**config.mk**
```make
export PLATFORM = sky130hd
export DESIGN_NAME = muldiv_unit
export DESIGN_NICKNAME = d
export VERILOG_FILES = /design/src/rtl/muldiv_unit.sv
export SDC_FILE = /design/constraint.sdc
export NUM_CORES = 1
export LEC_CHECK = 0
export BUFFER_PORTS_ARGS = -buffer_cell sky130_fd_sc_hd__buf_2
export CORE_AREA = 2 2 218 220
export DETAILED_ROUTE_END_ITERATION = 8
export DIE_AREA = 0 0 220 222
export GPL_TIMING_DRIVEN = 0
export PLACE_DENSITY = 0.51
export RECOVER_POWER = 50
export SLEW_MARGIN = 20
export SYNTH_ARGS = -nofsm -noshare
export SYNTH_HDL_FRONTEND = slang
export SYNTH_SLANG_ARGS = --single-unit
```
**constraint.sdc**
```tcl
create_clock -name CLK -period 10 [get_ports CLK]
set_clock_uncertainty 0.15 [all_clocks]
set_input_delay 2 -clock CLK [delete_from_list [all_inputs] [get_ports CLK]]
set_output_delay 2 -clock CLK [all_outputs]
set_load 0.03 [all_outputs]
```
**src/rtl/muldiv_unit.sv**
```systemverilog
// Iterative HI/LO multiply/divide engine with pipeline interlock.
// Optional Cancel port when MULDIV_CANCEL_EN is defined.
module muldiv_unit #(
  parameter int WIDTH = 32
) (
  input  logic             CLK,
  input  logic             RST,
  input  logic             Start,
  input  logic [2:0]       Op,
  input  logic [WIDTH-1:0] A,
  input  logic [WIDTH-1:0] B,
  input  logic             RdReq,
  output logic [WIDTH-1:0] HI,
  output logic [WIDTH-1:0] LO,
  output logic             Busy,
  output logic             Done,
  output logic             Stall
`ifdef MULDIV_CANCEL_EN
  ,
  input  logic             Cancel
`endif
);

  localparam int CW = $clog2(WIDTH);
  localparam int W2 = 2 * WIDTH;

  typedef enum logic [1:0] {
    IDLE = 2'd0,
    CALC = 2'd1,
    FIX  = 2'd2
  } state_t;

  state_t state, state_n;

  logic [CW-1:0]    cnt;
  logic [W2-1:0]    acc;
  logic [W2-1:0]    acc_step;
  logic [W2-1:0]    prod_fix;
  logic [WIDTH-1:0] m;
  logic [WIDTH-1:0] a_raw;
  logic [WIDTH-1:0] a_mag;
  logic [WIDTH-1:0] b_mag;
  logic [WIDTH-1:0] q_fix;
  logic [WIDTH-1:0] r_fix;
  logic [WIDTH:0]   mul_sum;
  logic [WIDTH:0]   div_sh;
  logic [WIDTH:0]   div_diff;
  logic             div_take;
  logic             is_div;
  logic             neg_res;
  logic             neg_rem;
  logic             dz;
  logic             sgn;
  logic             cancel;
  logic             accept;
  logic             start_md;
  logic             start_mthi;
  logic             start_mtlo;

`ifdef MULDIV_CANCEL_EN
  assign cancel = Cancel;
`else
  assign cancel = 1'b0;
`endif

  always_ff @(posedge CLK) begin
    if (RST) state <= IDLE;
    else     state <= state_n;
  end

  always_comb begin
    state_n = state;
    if (cancel) begin
      state_n = IDLE;
    end else begin
      case (state)
        IDLE:    if (start_md) state_n = CALC;
        CALC:    if (cnt == '0) state_n = FIX;
        FIX:     state_n = IDLE;
        default: state_n = IDLE;
      endcase
    end
  end

  always_comb begin
    Busy       = (state != IDLE);
    Stall      = Busy & (Start | RdReq);
    accept     = Start & ~Busy & ~cancel;
    start_md   = accept & ~Op[2];
    start_mthi = accept & (Op == 3'd4);
    start_mtlo = accept & (Op == 3'd5);
  end

  // Signed ops (MULT/DIV) have Op[0]=0; work on magnitudes.
  always_comb begin
    sgn   = ~Op[0];
    a_mag = (sgn & A[WIDTH-1]) ? -A : A;
    b_mag = (sgn & B[WIDTH-1]) ? -B : B;
  end

  always_comb begin
    mul_sum  = {1'b0, acc[W2-1:WIDTH]}
             + (acc[0] ? {1'b0, m} : '0);
    div_sh   = {acc[W2-1:WIDTH], acc[WIDTH-1]};
    div_diff = div_sh - {1'b0, m};
    div_take = div_sh[WIDTH] | ~div_diff[WIDTH];
    if (is_div) begin
      if (div_take)
        acc_step = {div_diff[WIDTH-1:0],
                    acc[WIDTH-2:0], 1'b1};
      else
        acc_step = {div_sh[WIDTH-1:0],
                    acc[WIDTH-2:0], 1'b0};
    end else begin
      acc_step = {mul_sum, acc[WIDTH-1:1]};
    end
    prod_fix = neg_res ? -acc : acc;
    q_fix    = neg_res ? -acc[WIDTH-1:0]
                       : acc[WIDTH-1:0];
    r_fix    = neg_rem ? -acc[W2-1:WIDTH]
                       : acc[W2-1:WIDTH];
  end

  always_ff @(posedge CLK) begin
    if (RST) begin
      HI      <= '0;
      LO      <= '0;
      Done    <= 1'b0;
      cnt     <= '0;
      acc     <= '0;
      m       <= '0;
      a_raw   <= '0;
      is_div  <= 1'b0;
      neg_res <= 1'b0;
      neg_rem <= 1'b0;
      dz      <= 1'b0;
    end else begin
      Done <= (state == FIX) & ~cancel;
      if (!cancel) begin
        if (start_md) begin
          is_div  <= Op[1];
          a_raw   <= A;
          cnt     <= CW'(WIDTH - 1);
          neg_res <= sgn & (A[WIDTH-1] ^ B[WIDTH-1]);
          neg_rem <= sgn & A[WIDTH-1];
          dz      <= Op[1] & (B == '0);
          // mul: acc low = multiplier; div: acc low = dividend
          acc     <= {{WIDTH{1'b0}}, Op[1] ? a_mag : b_mag};
          m       <= Op[1] ? b_mag : a_mag;
        end
        if (start_mthi) HI <= A;
        if (start_mtlo) LO <= A;
        if (state == CALC) begin
          acc <= acc_step;
          cnt <= cnt - CW'(1);
        end
        if (state == FIX) begin
          if (is_div && dz) begin
            LO <= '1;
            HI <= a_raw;
          end else if (is_div) begin
            LO <= q_fix;
            HI <= r_fix;
          end else begin
            HI <= prod_fix[W2-1:WIDTH];
            LO <= prod_fix[WIDTH-1:0];
          end
        end
      end
    end
  end

endmodule
```
* After elaboration in Yosys (flattened, before gate mapping)
Index checks and enable logic that the tools add are counted.
** Word-level totals
- Word-level logic and storage cells :: 76
- Register bits :: 204
** Operators by class
- Reductions and logical operators :: 9
- Eq/ne operators :: 6
- Add/subtract/negate cells :: 8
- Multiplexer cells :: 25
- Bitwise operators :: 16
** Operators by type and width (number)
- two-way mux 32 bit :: 15
- two-way mux 64 bit :: 5
- negator 32 bit :: 4
- negator 64 bit :: 1
- adder 32 x 32 -> 33 bit :: 1
- subtractor 33 x 32 -> 33 bit :: 1
- zero test 32 bit :: 1
- two-way mux 5 bit :: 2
- bitwise AND 1 bit :: 9
- nonzero test 2 bit :: 4
- equality test 3 bit (second input constant) :: 2
- zero test 5 bit :: 1
- subtractor 5 x 1 -> 5 bit (second input constant) :: 1
- two-way mux 2 bit :: 2
- inequality test 2 bit (second input constant) :: 2
- inverter 1 bit :: 4
- case mux 2 bit (2 select lines) :: 1
- equality test 2 x 1 -> 1 bit (second input constant) :: 1
- equality test 2 bit (second input constant) :: 1
- zero test 2 bit :: 1
- OR 1 bit :: 2
- AND reduction 2 bit :: 1
- logical AND 1 bit :: 1
- bitwise XOR 1 bit :: 1

* Longest topological paths before layout
Gate-level depths: netlist of the first run.
- Depth after elaboration :: 6
- Gate-level depth with buffers :: 14
- Gate-level depth less buffers :: 13

* Least setup slack after synthesis of the first run
OpenSTA, ideal clock, no wires.
- Kind :: input to register
- Start :: input A[5]
- End :: register acc[29]
- Path buffers :: 1
- Stages :: 10
- Required time :: 9.759 ns
- Arrival :: 4.910 ns
- Path slack :: 4.849 ns
- Cell sequence :: buf_2 -> or4_4 -> nor3_1 -> nand2_1 -> or4_1 -> or3_4 -> o31a_1 -> xnor2_1 -> a221o_1 -> a311oi_1
** On the way
- Longest elaborated chain between the ends :: 5
** RTL lines
- start: declaration :: RTL line 10 : input logic [WIDTH-1:0] A,
- negator 32 bit :: RTL line 97 : a_mag = (sgn & A[WIDTH-1]) ? -A : A;
- two-way mux 32 bit :: RTL line 97
- two-way mux 32 bit :: RTL line 148 : acc <= {{WIDTH{1'b0}}, Op[1] ? a_mag : b_mag};
- two-way mux 64 bit :: RTL line 140 : if (start_md) begin
- two-way mux 64 bit :: RTL line 153 : if (state == CALC) begin
- end signal: assignment :: RTL line 148
- end signal: assignment :: RTL line 154 : acc <= acc_step;
- end: declaration :: RTL line 36 : logic [W2-1:0] acc;
No other way between the ends. The select of a mux whose other input is x is not followed.
A chain may end at the register's enable or synchronous reset.

* Worst setup path in the final report of the first run
- Start :: input A[6]
- End :: register acc[29]
Same word-level chain as after synthesis.

==> results_dict.tcl, run 1 <==
set metrics [dict create \
    run_status "finished clean" \
    synthCells 2172 \
    synth_mux_area_share_pct 5.446 \
    hold_class "reg2reg" \
    ff2ff_setup_slack_ps 5030 \
    leakage_nw 7.051 \
    syn_avg_cell_area_um2 7.447 \
    swShare_pct 37.44 \
    synth_top_family_by_area "compound AO/OA/AOI/OAI gates" \
    pin_count 138 \
    arrival_ps 5440 \
    drive_gt1_share_pct 6.015 \
    multi_input_area_mm2 0.01110 \
    insertion_delay_ps 570 \
    synth-compound-area-share_pct 28.55 \
    chipWidth_um 220 \
    cp-end-kind "flop" \
    grt_usage_pct 30.77 \
    crit_required_ps 10310 \
    cts_buffers 26 \
    timing.rr.start "acc[0]" \
    viasPerCell 6.077 \
    fin_cells 2952 \
    peakVddDrop_mv 0.1370 \
    finalHoldViolCount 0 \
    synth-edff-count 0 \
    cts-root-buf "clkbuf_16" \
    nFillCells 4997 \
    grt_pass1_wl_um 112500 \
    grt_max_degree 14 \
    initial_core_util_pct 34.96 \
    timing.final.crit_share_pct 51.32 \
    synthAdderAreaFrac_pct 5.663 \
    min_path_cells 2 \
    grt-ovfl-total 0 \
    dieArea_mm2 0.04884 \
    firstDrtPassIters 5 \
    slew_violations 0 \
    synth_xor_xnor_area_share_pct 8.502 \
    clockBufferDepth 3 \
    fp.dieH_um 222 \
    hold_buffers 0 \
    port_buffers 124 \
    ys_types 83 \
    synth-simple-area-share_pct 20.40 \
    area_growth_pct 13.16 \
    postCtsSetupBuffers 0 \
    dr.first_iter.drc_count 1851 \
    power_frac_seq_pct 34.5 \
    p_switching_uw 981.0 \
    cap_viol_max_count 0 \
    postRouteAntennaNets 0 \
    dp_hpwl_um 60650 \
    holdPathEnd "m[7]" \
    ys_ff_latch 204 \
    place_inst 2905 \
    yosysSeqAreaShare_pct 25.25 \
    synth_warnings 0 \
    crit_type "in2reg" \
    wirelength_um 76870 \
    antenna_found_initial 3 \
    worstRegToRegCells 13 \
    cts_resized 0 \
    ys_async_sr_fraction_pct 0 \
    grt_pass1_vias 17150 \
    syn_area_mm2 0.01617 \
    slew_headroom_pct 25.57 \
    rsz0062_at_grt "false" \
    min_period_ps 5132 \
    setup-violations-final 0 \
    crit_fanout 7 \
    setup_tns_ps 0 \
    r2r-end "acc[62]" \
    finalNetCount 2469 \
    core_mm2 0.04626 \
    worstSetupStartpointType "input port" \
    clkPwrFrac_pct 35.9 \
    final_cell_mix "nand2_1 (234), nor2_1 (226), clkbuf_1 (209)" \
    vias 17940 \
    drc 0 \
    cts.sinks 204 \
    power.internal_mw 1.639 \
    routabilityCongestion 0.9807 \
    p_per_area_mw_per_mm2 143.2 \
    final-seq-area_mm2 0.004084 \
    tightestPinTransition_ps 1112 \
    mostFrequentLayoutCell "nand2_1" \
    clkTransAtPathRegs_ps 60 \
    worstHoldStart "m[7]" \
    comb_power_share_pct 29.6 \
    row_count 79 \
    wl_per_cell_um 26.04 \
    synth_flop_cell "dfxtp_1" \
    h-tree-depth 1 \
    max_freq_mhz 194.9 \
    cts_tree "built" \
    synth_nets 2315 \
]
-- registers in the layout, indices dropped and copies added (netlist names) --
register  flops
cnt           5
neg_rem       1
LO           32
neg_res       1
acc          64
state         2
HI           32
dz            1
m            32
is_div        1
a_raw        32
Done          1
-- cells by family (layout without fill, tap and decap cells) --
logic type,count (synthesis),after routing
DFF,204,204
AOI/OAI and AO/OA,710,710
muxes,88,88
buffers and inverters,232,404
xor gates and xnor gates,157,157
other,0,1
and+or+nand+nor,709,709
adders and majority gates,72,72
-- layout make-up --
class | instances | share of cell area (%)
flip-flops and latches | 204 | 22.31
clock inverters | 10 | 0.5196
inverters | 68 | 1.395
plain buffers | 164 | 4.020
repair buffers | 126 | 2.981
well taps | 607 | 4.150
clock buffers | 36 | 3.979
diodes | 1 | 0.01367
multi-input cells | 1736 | 60.63
-- critical path, cell delays in order --
cell      delay [ps]
clkbuf_1         230
or4_4            590
nor3_1           300
nand2_1          220
or4_1            540
or3_4            420
o31a_1           300
xnor2_1          180
a221o_1          380
a311oi_1         280
-- worst max path at each step --
stage                     slack (ps)  from       to
final                           4870  A[6]  acc[29]
after floorplan                 4850  A[5]  acc[29]
after global placement          4310  B[3]  acc[27]
after CTS                       4940  B[0]    m[26]
after detailed placement        4360  B[0]    m[26]
after global routing            4640  B[0]    m[26]
-- metal layers --
layer | routed length, um | track usage, % | vias to the layer above
li1 | - | - | 8264
met3 | 5990 | 3.937 | 141
met5 | 13 | 0 | -
met4 | 3065 | 10.69 | 2
met2 | 33780 | 47.86 | 840
met1 | 34020 | 43.43 | 8693
-- cell usage after synthesis, types with 66 or more instances --
master / number / share of area [%]
ha_1: 70 / 5.4
clkbuf_1: 126 / 2.9
a21oi_1: 208 / 6.4
dfxtp_1: 204 / 25
mux2i_1: 88 / 5.4
inv_1: 66 / 1.5
xor2_1: 77 / 4.2
o21ai_0: 134 / 4.1
xnor2_1: 80 / 4.3
nor2_1: 226 / 5.2
a211oi_1: 68 / 3.2
nand2_1: 234 / 5.4
-- power by group through the flow --
| stage | clock network (mW) | logic [mW] | registers, mW |
|---|---|---|---|
| 6_report | 0.941 | 0.775 | 0.905 |
| 5_1_grt | 0.975 | 0.824 | 0.909 |
| 4_1_cts | 0.944 | 0.761 | 0.903 |
| 3_5_place_dp | 0 | 0.757 | 0.920 |
| 3_3_place_gp | 0 | 0.756 | 0.919 |
| 2_1_floorplan | 0 | 0.474 | 0.929 |
-- stage by stage --
stage	util [%]	instance area [um2]	total power [mW]	setup slack [ps]	hold WS, ps
after floorplan	-	16170	1.402	4849	279.2
after global placement	37.95	17550	1.674	4307	291.9
after detailed placement	38.02	17590	1.677	4359	296.4
after CTS	39.80	18410	2.608	4942	303.9
after global routing	39.56	18300	2.708	4638	321.2
final	39.57	18300	2.620	4868	300.4
No activity file was read; power rests on OpenSTA's default activity.
==> run 2: changes to the inputs <==
- ABC_AREA: not set -> 1
- CORE_AREA: 2 2 218 220 -> 2 2 237 239
- DIE_AREA: 0 0 220 222 -> 0 0 239 241
- clock period: 10 -> 4.75 ns (I/O delays scaled with it)
==> run 2 against run 1 <==
Compared with the run above: sequential share of layout area fell by 3.3 points; worst hold slack improved by 19 ps; register-to-register slack got worse by 4400 ps; final area increased by 17%; via count is 34% higher; clock-buffer cell count rose by 3; critical endpoint is now acc[59]; utilization is 0.44 points lower; combinational power rose to 3.2 times the previous value; critical path depth is 9 higher; die area up 18%.
==> results_dict.tcl, run 2 <==
set metrics [dict create \
    run_status "finished clean" \
    antenna_cells 0 \
    cp-end-kind "flop" \
    cts_buffers 26 \
    power.internal_mw 3.719 \
    syn_area_mm2 0.01915 \
    cts.sinks 204 \
    routabilityCongestion 1.031 \
    fin_area_mm2 0.02147 \
    clkTransAtPathRegs_ps 60 \
    row_count 86 \
    hold_class "reg2reg" \
    setup-violations-final 0 \
    pin_count 138 \
    place_inst 4310 \
    grt_pass1_vias 21660 \
    crit_buf_inv 5 \
    dr.first_iter.drc_count 2861 \
    clkPwrFrac_pct 31.6 \
    crit_type "reg2reg" \
    ff2ff_setup_slack_ps 590 \
    synthTopCellsByArea "dfxtp_1 (21%), nand2_1 (19%), inv_1 (9.3%)" \
    nFillCells 6380 \
    yosysTopAreaCell "dfxtp_1" \
    vias 24070 \
    worstSetupStartpointType "flop" \
    slew_violations 0 \
    p_switching_mw 2.807 \
    synth_flop_cell "dfxtp_1" \
    regMostFlops "acc" \
    grt-ovfl-total 0 \
    fp.dieH_um 241 \
    cpPeakStageDelay_ps 530 \
    cap_viol_max_count 0 \
    arrival_ps 4410 \
    ys_ff_latch 204 \
    wl_per_cell_um 23.58 \
    postCtsSetupBuffers 0 \
    area_growth_pct 12.14 \
    synth_nets 3614 \
    synth_common_cells "nand2_1 (994), inv_1 (474), nor2_1 (447), o21ai_0 (286), a21oi_1 (278)" \
    synth_warnings 0 \
    ys_types 51 \
    min_period_ps 4161 \
    insertion_delay_ps 560 \
    core_mm2 0.05488 \
    yosys.cell_count.top_type "nand2_1" \
    timing.rr.start "acc[0]" \
    crit_fanout 10 \
    ys_async_sr_fraction_pct 0 \
    postPlaceCellArea_mm2 0.02070 \
    grt_max_degree 13 \
    finalNetCount 3777 \
    antenna_found_initial 1 \
    clockBufferDepth 3 \
    holdPathEnd "a_raw[12]" \
    synthCells 3471 \
    initial_core_util_pct 34.89 \
    crit_required_ps 5000 \
    swShare_pct 43.02 \
    leakage_nw 10.74 \
    worstRegToRegCells 19 \
    syn_avg_cell_area_um2 5.516 \
    grt_usage_pct 34.60 \
    comb_power_share_pct 37.6 \
    cts-root-buf "clkbuf_16" \
    yosysSeqAreaShare_pct 21.33 \
    synth_top_area_share_pct 21.33 \
    postRouteAntennaNets 0 \
    viasPerCell 5.525 \
    wirelength_um 102700 \
    cpLargestDelayFamily "simple AND/OR/NAND/NOR gates" \
    cts_tree "built" \
    grt_pass1_wl_um 145200 \
    min_path_cells 2 \
    max_freq_mhz 240.3 \
    rsz0062_at_grt "false" \
    h-tree-depth 1 \
    slew_headroom_pct 35.38 \
    cts_resized 0 \
    final_cell_mix "nand2_1 (994), inv_1 (476), nor2_1 (449)" \
    r2r-end "acc[59]" \
    finalHoldViolCount 0 \
    worstPathCellList "clkbuf_1 > clkbuf_1 > nand2_1 > inv_1 > ha_1 > inv_1 > fa_1 > inv_1 > nand3_1 > nand3_1 > nand3_1 > nand3b_1 > nand2_1 > nand3_1 > nand2_1 > nor2_1 > nor2_1 > nand2_1 > a21oi_1" \
    tightestPinTransition_ps 969.2 \
    setup_tns_ps 0 \
    dieArea_mm2 0.05760 \
    multi_input_area_mm2 0.01266 \
    peakVddDrop_mv 0.2143 \
    synth-edff-count 0 \
    firstDrtPassIters 6 \
    hold_buffers 0 \
    port_buffers 135 \
    fin_cells 4356 \
    mostFrequentLayoutCell "nand2_1" \
    timing.final.crit_share_pct 87.60 \
    drc 0 \
    chipWidth_um 239 \
    power_frac_seq_pct 30.8 \
    final-seq-area_mm2 0.004084 \
    p_per_area_mw_per_mm2 303.9 \
    worstHoldStart "a_raw[12]" \
    drive_gt1_share_pct 4.600 \
    slowest_stage "clkbuf_1" \
    largest_reg_flops 64 \
    dp_hpwl_um 85850 \
]
[run 2: cell types whose count changed after synthesis, moves of 43 or more]
cell,before,now
nand3_1,34,242
inv_1,66,474
mux2i_1,88,0
a21oi_1,208,278
nor2_1,226,447
nand2_1,234,994
a211oi_1,68,3
xnor2_1,80,15
a221oi_1,43,0
o21ai_0,134,286
[run 2: worst min-delay path, cell delays in order (launching register included)]
cell	delay, ps
dfxtp_1	300
inv_1	70
a21oi_1	60
[run 2: routing by layer]
metal	GRT usage, %	routed length [um]	part of all wire, %
met1	47.65	44110	43
met2	51.60	42420	41
met3	8.384	11730	11
met4	13.94	4422	4.3
met5	0	13	0.013
[run 2: worst max path at each step]
stage / end / cells after the start / from
detailed placement: acc[59] / 19 / acc[0]
CTS: acc[59] / 19 / acc[0]
global placement: m[26] / 11 / A[1]
global route: acc[59] / 19 / acc[0]
finish: acc[59] / 19 / acc[0]
floorplan: acc[61] / 19 / acc[0]
[run 2: cell type report]
class | count | share of cell area, %
clock buffers | 39 | 3.590
multi-input cells | 2641 | 58.97
well taps | 704 | 4.103
repair buffers | 135 | 2.756
flip-flops and latches | 204 | 19.02
plain buffers | 139 | 2.605
inverters | 487 | 8.514
clock inverters | 7 | 0.4429
[run 2: cell families (layout without fill, tap and decap cells)]
kind of cell | count (synthesis) | in the layout | share of synthesized area [%]
xor+xnor | 56 | 56 | 2.562
buf+inv | 626 | 807 | 12.51
fa+ha+maj | 72 | 72 | 4.784
simple gates | 1829 | 1829 | 39.64
flops | 204 | 204 | 21.33
compound gates | 684 | 684 | 19.17
[run 2: power groups by stage]
stage	clock [mW]	sequential (mW)	combinational, mW
3_5_place_dp	0	2.03	2.38
5_1_grt	2.13	2.01	2.65
4_1_cts	2.06	1.99	2.39
2_1_floorplan	0	1.99	1.50
6_report	2.06	2.01	2.45
3_3_place_gp	0	2.03	2.39
[run 2: per-stage QoR]
stage | util [%] | hold WS (ps) | total power [mW] | worst slack (ps)
2_1_floorplan | - | 279.7 | 3.486 | 2081
3_3_place_gp | 37.72 | 300.0 | 4.418 | 939.1
3_5_place_dp | 37.72 | 301.7 | 4.407 | 908.5
4_1_cts | 39.30 | 311.7 | 6.441 | 904.3
5_1_grt | 39.12 | 337.8 | 6.786 | 442.9
6_report | 39.12 | 319.3 | 6.526 | 589.2
